File: src/rtl/eth_rx_deframer.sv
// GMII RX deframer: strips preamble/SFD and FCS, captures the MAC header, checks CRC-32/size/rx_er/address filter.
// Payload byte appears on m_data 5 cycles after it is sampled; no backpressure, the sink must accept every m_valid byte.
module eth_rx_deframer #(
    parameter logic [47:0] LOCAL_MAC = 48'h023528fbdd66,
    parameter logic        PROMISC   = 1'b0,
    parameter int          MIN_FRAME = 64,
    parameter int          MAX_FRAME = 1518
) (
    input  logic        clk,
    input  logic        rst,
    input  logic [7:0]  gmii_rxd,
    input  logic        gmii_rx_dv,
    input  logic        gmii_rx_er,
    output logic [7:0]  m_data,
    output logic        m_valid,
    output logic        m_last,
    output logic        hdr_valid,
    output logic [47:0] dst_mac,
    output logic [47:0] src_mac,
    output logic [15:0] len_type,
    output logic        frame_good,
    output logic        frame_bad
);

    typedef enum logic [2:0] {
        S_IDLE, S_PREAMBLE, S_DST, S_SRC, S_LEN, S_PAYLOAD, S_DROP
    } state_t;

    localparam logic [31:0] CRC_RESIDUE = 32'hDEBB20E3;
    localparam logic [10:0] MIN_CNT     = 11'(MIN_FRAME);
    localparam logic [10:0] MAX_CNT     = 11'(MAX_FRAME);

    state_t           state_q, state_d;
    logic [2:0]       pre_cnt_q, pre_cnt_d;
    logic [2:0]       fld_cnt_q, fld_cnt_d;
    logic [47:0]      dst_sh_q, dst_sh_d;
    logic [47:0]      src_sh_q, src_sh_d;
    logic [7:0]       len_hi_q, len_hi_d;
    logic [31:0]      crc_q, crc_d;
    logic [10:0]      cnt_q, cnt_d;
    logic             err_q, err_d;
    logic [3:0][7:0]  dly_q, dly_d;
    logic [2:0]       dly_cnt_q, dly_cnt_d;
    logic [7:0]       hold_q, hold_d;
    logic             hold_vld_q, hold_vld_d;

    logic [7:0]       m_data_q, m_data_d;
    logic             m_valid_q, m_valid_d;
    logic             m_last_q, m_last_d;
    logic             hdr_valid_q, hdr_valid_d;
    logic [47:0]      dst_mac_q, dst_mac_d;
    logic [47:0]      src_mac_q, src_mac_d;
    logic [15:0]      len_type_q, len_type_d;
    logic             good_q, good_d;
    logic             bad_q, bad_d;

    logic [47:0]      dst_next;
    logic             addr_ok;
    logic [31:0]      crc_next;
    logic [10:0]      cnt_inc;
    logic             frame_ok;

    function automatic logic [31:0] crc32_byte(input logic [31:0] c, input logic [7:0] d);
        logic [31:0] r;
        r = c;
        for (int i = 0; i < 8; i++) begin
            if (r[0] ^ d[i]) r = (r >> 1) ^ 32'hEDB88320;
            else             r = r >> 1;
        end
        return r;
    endfunction

    assign dst_next = {dst_sh_q[39:0], gmii_rxd};
    assign addr_ok  = PROMISC || (dst_next == LOCAL_MAC) || (dst_next == 48'hFFFF_FFFF_FFFF);
    assign crc_next = crc32_byte(crc_q, gmii_rxd);
    assign cnt_inc  = (cnt_q == 11'h7FF) ? cnt_q : cnt_q + 11'd1;
    assign frame_ok = (crc_q == CRC_RESIDUE) && !err_q && (cnt_q >= MIN_CNT) && (cnt_q <= MAX_CNT);

    always_ff @(posedge clk) begin
        if (rst) state_q <= S_IDLE;
        else     state_q <= state_d;
    end

    always_comb begin
        state_d = state_q;
        case (state_q)
            S_IDLE:     if (gmii_rx_dv) state_d = (gmii_rxd == 8'h55) ? S_PREAMBLE : S_DROP;
            S_PREAMBLE: begin
                if (!gmii_rx_dv)                                  state_d = S_IDLE;
                else if (gmii_rxd == 8'hD5)                       state_d = S_DST;
                else if (gmii_rxd == 8'h55 && pre_cnt_q != 3'd7)  state_d = S_PREAMBLE;
                else                                              state_d = S_DROP;
            end
            S_DST: begin
                if (!gmii_rx_dv)             state_d = S_IDLE;
                else if (fld_cnt_q == 3'd5)  state_d = addr_ok ? S_SRC : S_DROP;
            end
            S_SRC: begin
                if (!gmii_rx_dv)             state_d = S_IDLE;
                else if (fld_cnt_q == 3'd5)  state_d = S_LEN;
            end
            S_LEN: begin
                if (!gmii_rx_dv)             state_d = S_IDLE;
                else if (fld_cnt_q == 3'd1)  state_d = S_PAYLOAD;
            end
            S_PAYLOAD:  if (!gmii_rx_dv) state_d = S_IDLE;
            S_DROP:     if (!gmii_rx_dv) state_d = S_IDLE;
            default:    state_d = S_IDLE;
        endcase
    end

    always_comb begin
        pre_cnt_d   = pre_cnt_q;
        fld_cnt_d   = fld_cnt_q;
        dst_sh_d    = dst_sh_q;
        src_sh_d    = src_sh_q;
        len_hi_d    = len_hi_q;
        crc_d       = crc_q;
        cnt_d       = cnt_q;
        err_d       = err_q;
        dly_d       = dly_q;
        dly_cnt_d   = dly_cnt_q;
        hold_d      = hold_q;
        hold_vld_d  = hold_vld_q;
        m_data_d    = m_data_q;
        m_valid_d   = 1'b0;
        m_last_d    = 1'b0;
        hdr_valid_d = 1'b0;
        dst_mac_d   = dst_mac_q;
        src_mac_d   = src_mac_q;
        len_type_d  = len_type_q;
        good_d      = 1'b0;
        bad_d       = 1'b0;
        case (state_q)
            S_IDLE: pre_cnt_d = 3'd1;
            S_PREAMBLE: if (gmii_rx_dv) begin
                if (gmii_rxd == 8'h55 && pre_cnt_q != 3'd7) pre_cnt_d = pre_cnt_q + 3'd1;
                if (gmii_rxd == 8'hD5) begin
                    crc_d     = 32'hFFFF_FFFF;
                    cnt_d     = 11'd0;
                    err_d     = 1'b0;
                    fld_cnt_d = 3'd0;
                end
            end
            S_DST, S_SRC, S_LEN: begin
                if (gmii_rx_dv) begin
                    crc_d = crc_next;
                    cnt_d = cnt_inc;
                    if (gmii_rx_er) err_d = 1'b1;
                    fld_cnt_d = fld_cnt_q + 3'd1;
                    if (state_q == S_DST) begin
                        dst_sh_d = dst_next;
                        if (fld_cnt_q == 3'd5) fld_cnt_d = 3'd0;
                    end else if (state_q == S_SRC) begin
                        src_sh_d = {src_sh_q[39:0], gmii_rxd};
                        if (fld_cnt_q == 3'd5) fld_cnt_d = 3'd0;
                    end else if (fld_cnt_q == 3'd0) begin
                        len_hi_d = gmii_rxd;
                    end else begin
                        // Second length byte: publish the whole header at once.
                        fld_cnt_d   = 3'd0;
                        hdr_valid_d = 1'b1;
                        dst_mac_d   = dst_sh_q;
                        src_mac_d   = src_sh_q;
                        len_type_d  = {len_hi_q, gmii_rxd};
                    end
                end else begin
                    bad_d = 1'b1;
                end
            end
            S_PAYLOAD: begin
                if (gmii_rx_dv) begin
                    crc_d = crc_next;
                    cnt_d = cnt_inc;
                    if (gmii_rx_er) err_d = 1'b1;
                    // The newest four bytes may be FCS, so a byte only leaves the delay line once displaced.
                    dly_d = {dly_q[2:0], gmii_rxd};
                    if (dly_cnt_q == 3'd4) begin
                        hold_d     = dly_q[3];
                        hold_vld_d = 1'b1;
                        if (hold_vld_q) begin
                            m_data_d  = hold_q;
                            m_valid_d = 1'b1;
                        end
                    end else begin
                        dly_cnt_d = dly_cnt_q + 3'd1;
                    end
                end else begin
                    if (hold_vld_q) begin
                        m_data_d  = hold_q;
                        m_valid_d = 1'b1;
                        m_last_d  = 1'b1;
                    end
                    good_d     = frame_ok;
                    bad_d      = !frame_ok;
                    dly_cnt_d  = 3'd0;
                    hold_vld_d = 1'b0;
                    cnt_d      = 11'd0;
                end
            end
            default: ;
        endcase
    end

    always_ff @(posedge clk) begin
        if (rst) begin
            pre_cnt_q   <= 3'd0;
            fld_cnt_q   <= 3'd0;
            dst_sh_q    <= 48'd0;
            src_sh_q    <= 48'd0;
            len_hi_q    <= 8'd0;
            crc_q       <= 32'hFFFF_FFFF;
            cnt_q       <= 11'd0;
            err_q       <= 1'b0;
            dly_q       <= '0;
            dly_cnt_q   <= 3'd0;
            hold_q      <= 8'd0;
            hold_vld_q  <= 1'b0;
            m_data_q    <= 8'd0;
            m_valid_q   <= 1'b0;
            m_last_q    <= 1'b0;
            hdr_valid_q <= 1'b0;
            dst_mac_q   <= 48'd0;
            src_mac_q   <= 48'd0;
            len_type_q  <= 16'd0;
            good_q      <= 1'b0;
            bad_q       <= 1'b0;
        end else begin
            pre_cnt_q   <= pre_cnt_d;
            fld_cnt_q   <= fld_cnt_d;
            dst_sh_q    <= dst_sh_d;
            src_sh_q    <= src_sh_d;
            len_hi_q    <= len_hi_d;
            crc_q       <= crc_d;
            cnt_q       <= cnt_d;
            err_q       <= err_d;
            dly_q       <= dly_d;
            dly_cnt_q   <= dly_cnt_d;
            hold_q      <= hold_d;
            hold_vld_q  <= hold_vld_d;
            m_data_q    <= m_data_d;
            m_valid_q   <= m_valid_d;
            m_last_q    <= m_last_d;
            hdr_valid_q <= hdr_valid_d;
            dst_mac_q   <= dst_mac_d;
            src_mac_q   <= src_mac_d;
            len_type_q  <= len_type_d;
            good_q      <= good_d;
            bad_q       <= bad_d;
        end
    end

    assign m_data     = m_data_q;
    assign m_valid    = m_valid_q;
    assign m_last     = m_last_q;
    assign hdr_valid  = hdr_valid_q;
    assign dst_mac    = dst_mac_q;
    assign src_mac    = src_mac_q;
    assign len_type   = len_type_q;
    assign frame_good = good_q;
    assign frame_bad  = bad_q;

endmodule

File: config.mk
export PLATFORM = sky130hd
export DESIGN_NAME = eth_rx_deframer
export DESIGN_NICKNAME = d
export VERILOG_FILES = /design/src/rtl/eth_rx_deframer.sv
export SDC_FILE = /design/constraint.sdc
export NUM_CORES = 1
export LEC_CHECK = 0
export CELL_PAD_IN_SITES_DETAIL_PLACEMENT = 0
export CELL_PAD_IN_SITES_GLOBAL_PLACEMENT = 1
export CORE_MARGIN = 8
export CORE_UTILIZATION = 42
export CTS_CLUSTER_DIAMETER = 60
export CTS_CLUSTER_SIZE = 28
export DETAILED_ROUTE_END_ITERATION = 16
export PLACE_DENSITY_LB_ADDON = 0.12
export SLEW_MARGIN = 20
export SYNTH_ARGS = -nofsm -noshare
export SYNTH_HDL_FRONTEND = slang
export SYNTH_SLANG_ARGS = --single-unit
File: constraint.sdc
create_clock -name clk -period 3.6 [get_ports clk]
set_input_delay 0.72 -clock clk [delete_from_list [all_inputs] [get_ports clk]]
set_output_delay 0.72 -clock clk [all_outputs]
set_load 0.02 [all_outputs]
==> flow_metrics.py <==
metrics = {
    "placement": {
        "hpwl_um": 22600,
        "pre_cts_ws_ps": 249,
        "globalplace.congestion": 0.879,
        "io_buffers": 136,
    },
    "floorplan": {
        "die_w_um": 191,
        "io_pins": 137,
        "fp.coreArea_mm2": 0.0304,
        "rows": 64,
        "initial_core_util_pct": 42.5,
        "die_area_mm2": 0.0367,
        "die_h_um": 191,
    },
    "yosys": {
        "yosysUniqueCellTypes": 67,
        "syn_inst": 1596,
        "synth_top_area_share_pct": 50.5,
        "avgSynthCellArea_um2": 8.10,
        "synth_top_cell_by_area": "dfxtp_1",
        "synthTopCellsByArea": "dfxtp_1 50%, nand2_1 15%, a21oi_1 10%, clkbuf_1 2.8%, xnor2_1 2.7%",
        "synth_edf_count": 0,
        "ys_warn_count": 0,
        "synth-main-ff-cell": "dfxtp_1",
        "ys_async_sr_fraction_pct": 0,
        "synthesis.area_mm2": 0.0129,
        "ys_ff_latch": 326,
        "ys_seq_area_share_pct": 50.5,
        "syn_nets": 1618,
    },
    "worst_setup_path": {
        "cp.required_ps": 4030,
        "critical_path.startpoint_type": "input pin",
        "end_kind": "flip-flop",
        "r2r_cells": 6,
        "crit_fanout": 8,
        "r2r-end": "dst_mac[8]",
        "crit_start": "gmii_rxd[0]",
        "crit_type": "in -> reg",
        "ff2ff_setup_slack_ps": 1040,
        "worst_ep_arrival_time_ps": 3290,
        "r2r-start": "state_q[0]",
    },
    "detailed_routing": {
        "ant_nets": 0,
        "num_vias": 10700,
        "drt_drc_violations_left": 0,
        "wl_met3_um": 1720,
        "drt-met1-wl_um": 16600,
        "drt_first_pass_iters": 5,
        "wl_met2_um": 15200,
        "wire_per_inst_um": 16.2,
        "via_per_inst": 5.09,
        "top_layer": "met5",
        "wl_um": 33900,
        "drtIter0Drc": 833,
    },
    "sta": {
        "min_period_ps": 2860,
        "finalClockSkew_ps": 17.5,
        "fmax_mhz": 350,
        "setup_viol": 0,
        "finalHoldViolations": 0,
        "finalCritPeriodShare_pct": 79.4,
        "maxSlewViolCount": 0,
        "tightest_slew_ps": 962,
        "grt_setup_unrepaired": "no",
        "max_slew_margin_pct": 35.9,
        "fin_tns_setup_ps": 0,
        "fin_ws_ps": 742,
    },
    "flow_run": {
        "drv_cap": 0,
    },
    "layout": {
        "final_common_cell": "nand2_1",
        "n_antenna_cell": 0,
        "syn_to_final_growth_pct": 20.8,
        "final_cell_mix": "530 x nand2_1, 326 x dfxtp_1, 266 x a21oi_1, 135 x clkdlybuf4s50_1, 55 x nor2_1",
        "drive_above_1_share_pct": 6.35,
        "layout.nets": 1702,
        "fill_cells": 3022,
    },
    "grt": {
        "grt_pass1_vias": 10200,
        "grt_max_degree": 107,
        "overflow": 0,
        "track_usage_pct": 18.0,
        "antenna_found_initial": 1,
        "grt_pass1_wl_um": 54800,
    },
    "clock_network": {
        "cts_max_path_buffers": 3,
        "clock_latency_ps": 560,
        "cts_hold_buffers": 0,
        "clock_sinks": 326,
        "post-cts-setup-buffer-count": 0,
        "cts_resized": 0,
        "cts_max_level": 1,
        "cts_tree": "done",
        "cts_buffers": 28,
        "clk_root_buffer_cell": "clkbuf_16",
        "clkSlewWorstSetupHoldPaths_ps": 70,
    },
    "hold_path": {
        "hp-class": "reg -> reg",
        "hold_start": "dst_sh_q[43]",
        "holdPathStages": 2,
        "hold_end": "dst_mac[43]",
    },
    "power_and_ir_drop": {
        "power.density_mw_per_mm2": 609,
        "leakagePower_nw": 5.20,
        "ir_worst_vdd_mv": 0.313,
    },
    "run_status": {
        "status": "completed",
    },
}
-- kinds of logic after synthesis --
logic type,share of synthesized area (%)
AO/OA/AOI/OAI,14.5
AND/OR/NAND/NOR,22.5
flip-flops,50.5
adder cells (fa/ha/maj),0.968
buffers and inverters,3.97
multiplexers,1.32
XOR/XNOR,6.28
-- synthesized netlist by cell type, types with 13 or more instances --
master,instances
buf_2,17
nand4_1,19
inv_1,14
o22ai_1,13
xnor2_1,40
nand2_1,530
nor3_1,16
clkbuf_1,96
a21oi_1,266
nand2b_1,19
nor2_1,57
nand3_1,14
dfxtp_1,326
o211ai_1,13
mux2i_1,17
xor2_1,24
-- layer usage --
metal / up-vias / track usage [%]
li1: 5440 / -
met1: 5023 / 25.6
met2: 196 / 28.2
met3: 26 / 3.28
met4: 2 / 3.29
met5: - / 0
-- metrics by stage --
| stage | hold slack (ps) | cells | power (mW) | util, % | area (µm²) |
|---|---|---|---|---|---|
| CTS | 448 | 2098 | 9.63 | 51.3 | 15600 |
| global route | 467 | 2098 | 10.0 | 51.3 | 15600 |
| finish | 443 | 2098 | 9.52 | 51.3 | 15600 |
| floorplan | 432 | 1596 | 6.00 | - | 12900 |
| global placement | 439 | 2046 | 6.56 | 48.3 | 14700 |
| detailed placement | 444 | 2046 | 6.55 | 48.3 | 14700 |
-- final cells by class --
type	count	area [µm²]	share of cell area, %
well taps	396	495	3.17
clock buffers	35	758	4.85
flip-flops and latches	326	6530	41.8
clock inverters	17	164	1.05
repair buffers	170	1710	10.9
multi-input cells	1140	5910	37.9
inverters	14	52.6	0.336
-- registers in the layout, indices dropped and copies added, names as in the netlist, 8 cells and up --
signal	cells
m_data	8
len_hi_q	8
dst_mac	48
len_type	16
crc_q	32
dst_sh_q	48
src_mac	48
src_sh_q	48
hold_q	8
cnt_q	11
dly_q	32
-- report_power, final --
group | switching (mW) | internal, mW
combinational | 1.43 | 1.07
sequential | 0.205 | 3.78
clock | 1.43 | 1.61
-- worst max path at each step --
stage / end / slack [ps]
after floorplan: crc_q[13] / 910
after global placement: cnt_q[7] / 330
after detailed placement: state_q[2] / 250
after CTS: state_q[2] / 830
after global routing: state_q[2] / 660
final: state_q[2] / 740
-- worst max-delay path, stage by stage --
cell and delay [ps]:
clkdlybuf4s50_1 830, nand3_1 460, a2111oi_0 560, o22ai_1 120, a32oi_1 220, o21ai_1 90
a32o_1 290
Note: power is estimated with default switching activity, not from simulation.
